**src/rtl/servo_pkg.sv**
```systemverilog
// Shared tick constants and decoder state encoding for the servo tester.
// The generator uses the same constants, so both ends agree on timing.
package servo_pkg;

  localparam int PULSE_MIN     = 10000;
  localparam int STEP_TICKS    = 40;
  localparam int GLITCH_TICKS  = 5000;
  localparam int PULSE_MAX     = 25000;
  localparam int FRAME_TIMEOUT = 250000;

  localparam int CTR_W = 21;

  typedef logic [CTR_W-1:0] ctr_t;

  typedef enum logic [1:0] {
    ARM,
    IDLE,
    HIGH
  } state_t;

  function automatic logic [7:0] sat_inc8(input logic [7:0] v);
    return (v == 8'hFF) ? v : v + 8'd1;
  endfunction

  function automatic ctr_t sat_inc_ctr(input ctr_t v);
    return (v == '1) ? v : v + ctr_t'(1);
  endfunction

endpackage

```
**src/rtl/servo_input_sync.sv**
```systemverilog
// Two-flop synchronizer for the servo pin plus one delay stage
// for rising/falling edge detection.
module servo_input_sync (
  input  logic clk,
  input  logic reset,
  input  logic pwm_in,
  output logic s,
  output logic rise,
  output logic fall
);

  logic meta;
  logic s_d;

  always_ff @(posedge clk) begin
    if (reset) begin
      meta <= 1'b0;
      s    <= 1'b0;
      s_d  <= 1'b0;
    end else begin
      meta <= pwm_in;
      s    <= meta;
      s_d  <= s;
    end
  end

  assign rise = s & ~s_d;
  assign fall = ~s & s_d;

endmodule

```
**src/rtl/servo_pulse_decoder.sv**
```systemverilog
// Measures RC-servo pulse high time and decodes it to an 8-bit position,
// flagging out-of-range pulses and a missing pulse train.
module servo_pulse_decoder #(
  parameter int PULSE_MIN     = servo_pkg::PULSE_MIN,
  parameter int STEP_TICKS    = servo_pkg::STEP_TICKS,
  parameter int GLITCH_TICKS  = servo_pkg::GLITCH_TICKS,
  parameter int PULSE_MAX     = servo_pkg::PULSE_MAX,
  parameter int FRAME_TIMEOUT = servo_pkg::FRAME_TIMEOUT
) (
  input  logic       clk,
  input  logic       reset,
  input  logic       pwm_in,
  output logic [7:0] position,
  output logic       valid,
  output logic       error,
  output logic       lost
);

  import servo_pkg::*;

  localparam ctr_t PMIN_C = ctr_t'(PULSE_MIN);
  localparam ctr_t STEP_C = ctr_t'(STEP_TICKS);
  localparam ctr_t GL_C   = ctr_t'(GLITCH_TICKS);
  localparam ctr_t PMAX_C = ctr_t'(PULSE_MAX);
  localparam ctr_t FT_C   = ctr_t'(FRAME_TIMEOUT);

  logic s;
  logic rise;
  logic fall;

  state_t state;
  state_t state_nxt;

  ctr_t width_ctr;
  ctr_t width_nxt;
  ctr_t step_ctr;
  ctr_t step_nxt;
  ctr_t frame_ctr;
  ctr_t frame_nxt;

  logic [7:0] acc;
  logic [7:0] acc_nxt;
  logic [7:0] position_nxt;
  logic       valid_nxt;
  logic       error_nxt;
  logic       lost_nxt;

  servo_input_sync u_sync (
    .clk    (clk),
    .reset  (reset),
    .pwm_in (pwm_in),
    .s      (s),
    .rise   (rise),
    .fall   (fall)
  );

  always_comb begin
    state_nxt    = state;
    width_nxt    = width_ctr;
    step_nxt     = step_ctr;
    acc_nxt      = acc;
    position_nxt = position;
    valid_nxt    = 1'b0;
    error_nxt    = 1'b0;
    lost_nxt     = lost;

    if (rise) begin
      frame_nxt = '0;
    end else if (frame_ctr == FT_C) begin
      frame_nxt = frame_ctr;
    end else begin
      frame_nxt = frame_ctr + ctr_t'(1);
    end

    if (frame_nxt == FT_C && frame_ctr != FT_C) begin
      lost_nxt = 1'b1;
    end

    if (rise) begin
      step_nxt = '0;
      acc_nxt  = '0;
    end

    unique case (state)
      ARM: begin
        if (!s) begin
          state_nxt = IDLE;
        end
      end
      IDLE: begin
        if (rise) begin
          state_nxt = HIGH;
          width_nxt = ctr_t'(1);
        end
      end
      HIGH: begin
        if (fall) begin
          state_nxt = IDLE;
          if (width_ctr < GL_C) begin
            error_nxt = 1'b1;
          end else begin
            position_nxt = acc;
            valid_nxt    = 1'b1;
            lost_nxt     = 1'b0;
          end
        end else if (width_ctr == PMAX_C) begin
          // stuck-high line: drop it and wait for a low level
          state_nxt = ARM;
          error_nxt = 1'b1;
        end else begin
          width_nxt = sat_inc_ctr(width_ctr);
          if (width_ctr >= PMIN_C) begin
            if (step_ctr == STEP_C - ctr_t'(1)) begin
              step_nxt = '0;
              acc_nxt  = sat_inc8(acc);
            end else begin
              step_nxt = step_ctr + ctr_t'(1);
            end
          end
        end
      end
      default: begin
        state_nxt = ARM;
      end
    endcase
  end

  always_ff @(posedge clk) begin
    if (reset) begin
      state     <= ARM;
      width_ctr <= '0;
      step_ctr  <= '0;
      frame_ctr <= '0;
      acc       <= '0;
      position  <= '0;
      valid     <= 1'b0;
      error     <= 1'b0;
      lost      <= 1'b1;
    end else begin
      state     <= state_nxt;
      width_ctr <= width_nxt;
      step_ctr  <= step_nxt;
      frame_ctr <= frame_nxt;
      acc       <= acc_nxt;
      position  <= position_nxt;
      valid     <= valid_nxt;
      error     <= error_nxt;
      lost      <= lost_nxt;
    end
  end

endmodule

```
**config.mk**
```make
export PLATFORM = sky130hd
export DESIGN_NAME = servo_pulse_decoder
export DESIGN_NICKNAME = d
export VERILOG_FILES = /design/src/rtl/servo_pkg.sv /design/src/rtl/servo_input_sync.sv /design/src/rtl/servo_pulse_decoder.sv
export SDC_FILE = /design/constraint.sdc
export NUM_CORES = 1
export LEC_CHECK = 0
export ABC_CLOCK_PERIOD_IN_PS = 2810
export CAP_MARGIN = 20
export CORE_UTILIZATION = 60
export CTS_CLUSTER_DIAMETER = 200
export DETAILED_ROUTE_END_ITERATION = 10
export HOLD_SLACK_MARGIN = 0.06
export MAX_ROUTING_LAYER = met4
export PLACE_DENSITY_LB_ADDON = 0.08
export SLEW_MARGIN = 0
export SYNTH_ARGS = -nofsm -noshare
export SYNTH_HDL_FRONTEND = slang
export SYNTH_SLANG_ARGS = --single-unit
```
**constraint.sdc**
```tcl
create_clock -name clk -period 2.81 [get_ports clk]
set_clock_uncertainty 0.05 [all_clocks]
set_input_delay 0.562 -clock clk [delete_from_list [all_inputs] [get_ports clk]]
set_output_delay 0.562 -clock clk [all_outputs]
set_load 0.05 [all_outputs]
```
Yosys cells after proc, flatten, opt, wreduce, memory -nomap -nowiden
Index checks and enable logic that the tools add are counted.
{"block": "classes", "n_mux": 33, "n_eq_ne": 16, "bitwise": 7, "n_lt_le_gt_ge": 2, "n_addsub": 4, "reduce_logical": 8}
{"op": "$mux W21", "n": 12}
{"op": "$add A21 B1 Y21 const B", "n": 3}
{"op": "$mux W8", "n": 7}
{"op": "$eq A21 B18 Y1 const B", "n": 2}
{"op": "$pmux W21 S2", "n": 1}
{"op": "$eq A21 B15 Y1 const B", "n": 1}
{"op": "$eq A21 B21 Y1 const B", "n": 1}
{"op": "$eq A21 B6 Y1 const B", "n": 1}
{"op": "$ge A21 B14 Y1 const B", "n": 1}
{"op": "$lt A21 B13 Y1 const B", "n": 1}
{"op": "$ne A21 B18 Y1 const B", "n": 1}
{"op": "$ne A2 B2 Y1 const B", "n": 5}
{"op": "$add A8 B1 Y8 const B", "n": 1}
{"op": "$eq A8 B8 Y1 const B", "n": 1}
{"op": "$mux W1", "n": 8}
{"op": "$mux W2", "n": 4}
{"op": "$ne A6 B6 Y1 const B", "n": 1}
{"op": "$pmux W2 S3", "n": 1}
{"op": "$reduce_and A3 Y1", "n": 2}
{"op": "$not A1 Y1", "n": 5}
{"op": "$reduce_and A5 Y1", "n": 1}
{"op": "$ne A3 B3 Y1 const B", "n": 1}
{"op": "$reduce_or A3 Y1", "n": 1}
{"op": "$and A1 B1 Y1", "n": 2}
{"op": "6 further kinds", "n": 6}
{"block": "word_totals", "inputBits": 3, "regBits": 87, "word_cells": 82}

Logic depth before layout (Yosys ltp)
{"block": "depth", "word_depth": 9, "ltp_mapped": 10, "depth_no_buf": 8}

Hierarchy
A second synthesis with hierarchy kept.
{"block": "hier_totals", "cells_unflattened": 572, "area_unflattened_um2": 4682.0}
{"module": "servo_pulse_decoder", "seq_area_each_um2": 1681.6, "cells_per_inst": 564, "area_each_um2": 4590.7, "instances": 1}
{"module": "servo_input_sync", "seq_area_each_um2": 60.1, "cells_per_inst": 8, "area_each_um2": 91.3, "instances": 1}

Least setup slack after synthesis
No wires, ideal clock.
{"block": "synth_path", "kind": "register to register", "start": "reg step_ctr[0]", "end": "reg acc[0]", "t_arrival_ns": 2.181, "path_slack_ns": 0.458, "stages_incl_launch_ff": 8, "setup_ns": 0.121, "path_cell_list": "dfxtp_1 ha_1 nand3_1 or4_4 or3_4 nor3_2 o22ai_1 mux2_2"}
{"block": "synth_between", "elab_chain_cells": 6, "word_cells_on_any_way": 7}
{"element": "from (decl)", "line_no": "servo_pulse_decoder.sv:36", "rtl": "ctr_t step_ctr;"}
{"element": "from (signal assigned)", "line_no": "servo_pulse_decoder.sv:142", "rtl": "step_ctr <= step_nxt;"}
{"element": "$eq A21 B6 Y1 (*)", "line_no": "servo_pulse_decoder.sv:113", "rtl": "if (step_ctr == STEP_C - ctr_t'(1)) begin"}
{"element": "$mux W8", "line_no": "servo_pulse_decoder.sv:113"}
{"element": "$mux W8", "line_no": "servo_pulse_decoder.sv:112", "rtl": "if (width_ctr >= PMIN_C) begin"}
{"element": "$mux W8", "line_no": "servo_pulse_decoder.sv:106", "rtl": "end else if (width_ctr == PMAX_C) begin"}
{"element": "$mux W8", "line_no": "servo_pulse_decoder.sv:97", "rtl": "if (fall) begin"}
{"element": "$mux W8", "line_no": "servo_pulse_decoder.sv:84", "rtl": "unique case (state)"}
{"element": "to (signal assigned)", "line_no": "servo_pulse_decoder.sv:144", "rtl": "acc <= acc_nxt;"}
{"element": "to (decl)", "line_no": "servo_pulse_decoder.sv:41", "rtl": "logic [7:0] acc;"}
Mark *: on every way between the ends. The rest lies on a longest branch, timed or not.
A chain may end at the register's enable or synchronous reset.

Final worst setup path
{"block": "layout_path", "start": "reg width_ctr[0]", "end": "reg width_ctr[0]"}
{"block": "layout_between", "elab_chain_cells": 5, "word_cells_on_any_way": 10}
{"element": "from (decl)", "line_no": "servo_pulse_decoder.sv:34", "rtl": "ctr_t width_ctr;"}
{"element": "from (signal assigned)", "line_no": "servo_pulse_decoder.sv:141", "rtl": "width_ctr <= width_nxt;"}
{"element": "$add A21 B1 Y21", "line_no": "servo_pkg.sv:26", "rtl": "return (v == '1) ? v : v + ctr_t'(1);"}
{"element": "$mux W21", "line_no": "servo_pkg.sv:26"}
{"element": "$mux W21", "line_no": "servo_pulse_decoder.sv:106"}
{"element": "$mux W21", "line_no": "servo_pulse_decoder.sv:97"}
{"element": "$pmux W21 S2", "line_no": "servo_pulse_decoder.sv:84"}
Several ways; a longest one is shown, not always the timed one. The select of a mux whose other input is x is not followed.

==> reports/qor.yml <==
status: "completed"
diodes: 0
synth.distinct_cells: 67
path_max_fanout: 24
hpwl_um: 6605
dieWidth_um: 89.33
first_pass_iters: 4
worst_ep_required_time_ns: 2.97
grt_first_pass_wirelength_um: 16490
seq_area_frac_synth_pct: 38.06
die_h_um: 89.33
ys.flop_type: "dfxtp_1"
tns_ns: 0
final-hold-violation-count: 0
p_int_uw: 1789
cts-root-buf: "clkbuf_8"
area_growth_pct: 8.832
worst-setup-path-type: "reg2reg"
synth_edf_count: 0
routed.top_layer: "met4"
vdd_drop_max_mv: 0.3651
ys_top_cells_by_area: "dfxtp_1 (38%), nor2_1 (5.1%), nand3_1 (3.5%)"
finish.net_count: 554
overflow: 0
rsz0062_at_grt: "false"
max-cap-violations: 0
setup_viol: 0
htreeDepth: 3
first_iter_violations: 159
drive_above_1_share_pct: 9.654
fin_crit_sh_pct: 91.99
io_pins: 14
synth_most_common_cell: "dfxtp_1"
cp_slowest_cell: "or4bb_1"
synth_seq_cells: 87
place_area_sq_mm: 0.004757
place.gp.congestion: 0.9219
wire_per_inst_um: 14.61
min_path_type: "reg2reg"
netlist_area_sq_mm: 0.004576
io_buffer_count: 13
slew_headroom_pct: 44.42
grt_pass1_vias: 3726
p_leak_uw: 0.001671
design_power_total_uw: 2293
core_sq_mm: 0.007331
fmax_ghz: 0.3868
p_sw_uw: 504.2
clockBufferDepth: 2
combPwrFrac_pct: 3.4
yosysTopAreaCell: "dfxtp_1"
cp_slowest_stage_delay_ns: 0.52
cts_setup_buffers: 0
clkSlewWorstSetupHoldPaths_ns: 0.08
rows: 31
ant_nets: 0
wl_met1_um: 4490
stdcell_count: 648
routed-via-count: 3920
numPlacedInstances: 633
async_flop_share_pct: 0
critPathLaunchType: "flop"
met2_length_um: 4493
tightest_slew_ns: 0.8292
powerDensity_mw_per_mm2: 460.4
yosys_warnings: 0
synth.top_cells.by_count: "dfxtp_1 (87), nor2_1 (62), nand2_1 (38), nand3_1 (32), a21oi_1 (28)"
groute.usage.overall_pct: 27.02
die_area_sq_mm: 0.007979
p_seq_share_pct: 54.4
cpLargestDelayFamily: "simple AND/OR/NAND/NOR gates"
drc: 0
finalCriticalPeriod_ns: 2.585
fin_util_pct: 67.93
switching_share_pct: 21.99
clkLatencyLatePin_ns: 0.36
syn-mean-instance-area_sq_um: 8.505
clockPowerShare_pct: 42.2
syn-instance-count: 538
antenna_found_initial: 0
tritoncts: "yes"
cts_made_buffers: 9
detail_route.wirelength_um: 9466
wl_met3_um: 378
initial_core_util_pct: 62.42
drv_slew: 0
arrival_ns: 2.74
final_area_sq_mm: 0.004980
grt_max_degree: 25
cp_cell_sequence: "inv_1 > ha_1 > or4bb_1 > nor4_4 > a211oi_2 > a21oi_4 > and2_1 > a311oi_1"
clock-sinks: 87
syn_nets: 547
endpoint_kind: "flop"
cp_num_buf_inv: 1
synth_top_area_share_pct: 38.06
viasPerCell: 6.049
==> registers in the layout, summed over array words and instances (netlist names) <==
signal and cells:
frame_ctr 21, step_ctr 21, width_ctr 21, acc 8
position 8, state 2, error 1, lost 1
u_sync.meta 1, u_sync.s 1, u_sync.s_d 1, valid 1
==> logic make-up after synthesis <==
group	Yosys count	synth area share, %
and+or+nand+nor	261	32.60
xor gates and xnor gates	27	5.168
muxes	14	3.090
DFF	87	38.06
buffers and inverters	43	4.457
adders and majority gates	6	1.641
AOI/OAI and AO/OA	100	14.99
==> routing by layer <==
metal,vias up,global-route usage (%)
li1,1984,-
met5,-,-
met1,1848,33.28
met3,8,7.295
met4,0,7.937
met2,80,43.44
==> power by group through the flow <==
stage / Sequential (uW) / Combinational (uW) / Clock (uW)
finish: 1250 / 78.3 / 968
global route: 1250 / 87.6 / 1040
detailed placement: 1280 / 77.9 / 0
CTS: 1250 / 78.3 / 990
floorplan: 1270 / 61.1 / 0
global placement: 1280 / 75.7 / 0
==> worst paths after layout <==
check / from / endpoint / slack [ns] / cells after the start
setup reg to reg: width_ctr[0]$_SDFFE_PP0P_ / width_ctr[0]$_SDFFE_PP0P_ / 0.22 / 8
setup / recovery: width_ctr[0]$_SDFFE_PP0P_ / width_ctr[0]$_SDFFE_PP0P_ / 0.22 / 8
hold / removal: u_sync.meta$_SDFF_PP0_ / u_sync.s$_SDFF_PP0_ / 0.39 / 1
hold reg to reg: u_sync.meta$_SDFF_PP0_ / u_sync.s$_SDFF_PP0_ / 0.39 / 1
==> cell type report <==
class,instances,area [sq um]
multi-input cells,408,2633
repair buffers,22,197.7
clock buffers,10,137.6
clock inverters,5,82.58
inverters,17,63.81
well taps,99,123.9
flip-flops and latches,87,1742
fillers,619,2351
==> per-stage QoR <==
| stage | worst slack (ns) | hold slack [ns] |
|---|---|---|
| 2_1_floorplan | 0.4583 | 0.3638 |
| 3_3_place_gp | 0.2735 | 0.3725 |
| 3_5_place_dp | 0.1118 | 0.3795 |
| 4_1_cts | 0.09944 | 0.4006 |
| 5_1_grt | 0.02335 | 0.4292 |
| 6_report | 0.2250 | 0.3929 |
==> what timing repair did <==
item / in CTS / in global routing
endpoints found under the hold margin: 0 / 0
setup endpoints to repair: 0 / 13
resized for setup: 0 / 2
hold buffers: 0 / 0
==> layout by cell type (no fill, tap or decap), types with 3 or more instances in the layout <==
master            n
dfxtp_1          87
nor2_1           62
nand2_1          38
nand3_1          32
a21oi_1          28
inv_1            17
nand4_1          17
xnor2_1          17
nor4_1           14
mux2i_1          13
clkdlybuf4s50_1  13
o21ai_0          12
and3_1           10
xor2_1           10
nor3_1           10
clkbuf_8         10
a21o_1            9
or3_1             9
buf_4             9
and4_1            8
or4_1             8
nand2b_1          6
nor2b_1           6
a31oi_1           6
o211ai_1          6
ha_1              6
nand4b_1          5
nor3_2            5
nor3b_1           4
nor4b_1           4
or4_4             4
o31ai_1           4
and2_1            4
o21a_1            4
a211oi_2          3
a211oi_1          3
o21ai_1           3
a22oi_1           3
a41oi_1           3
(Power assumes the default switching activity.)
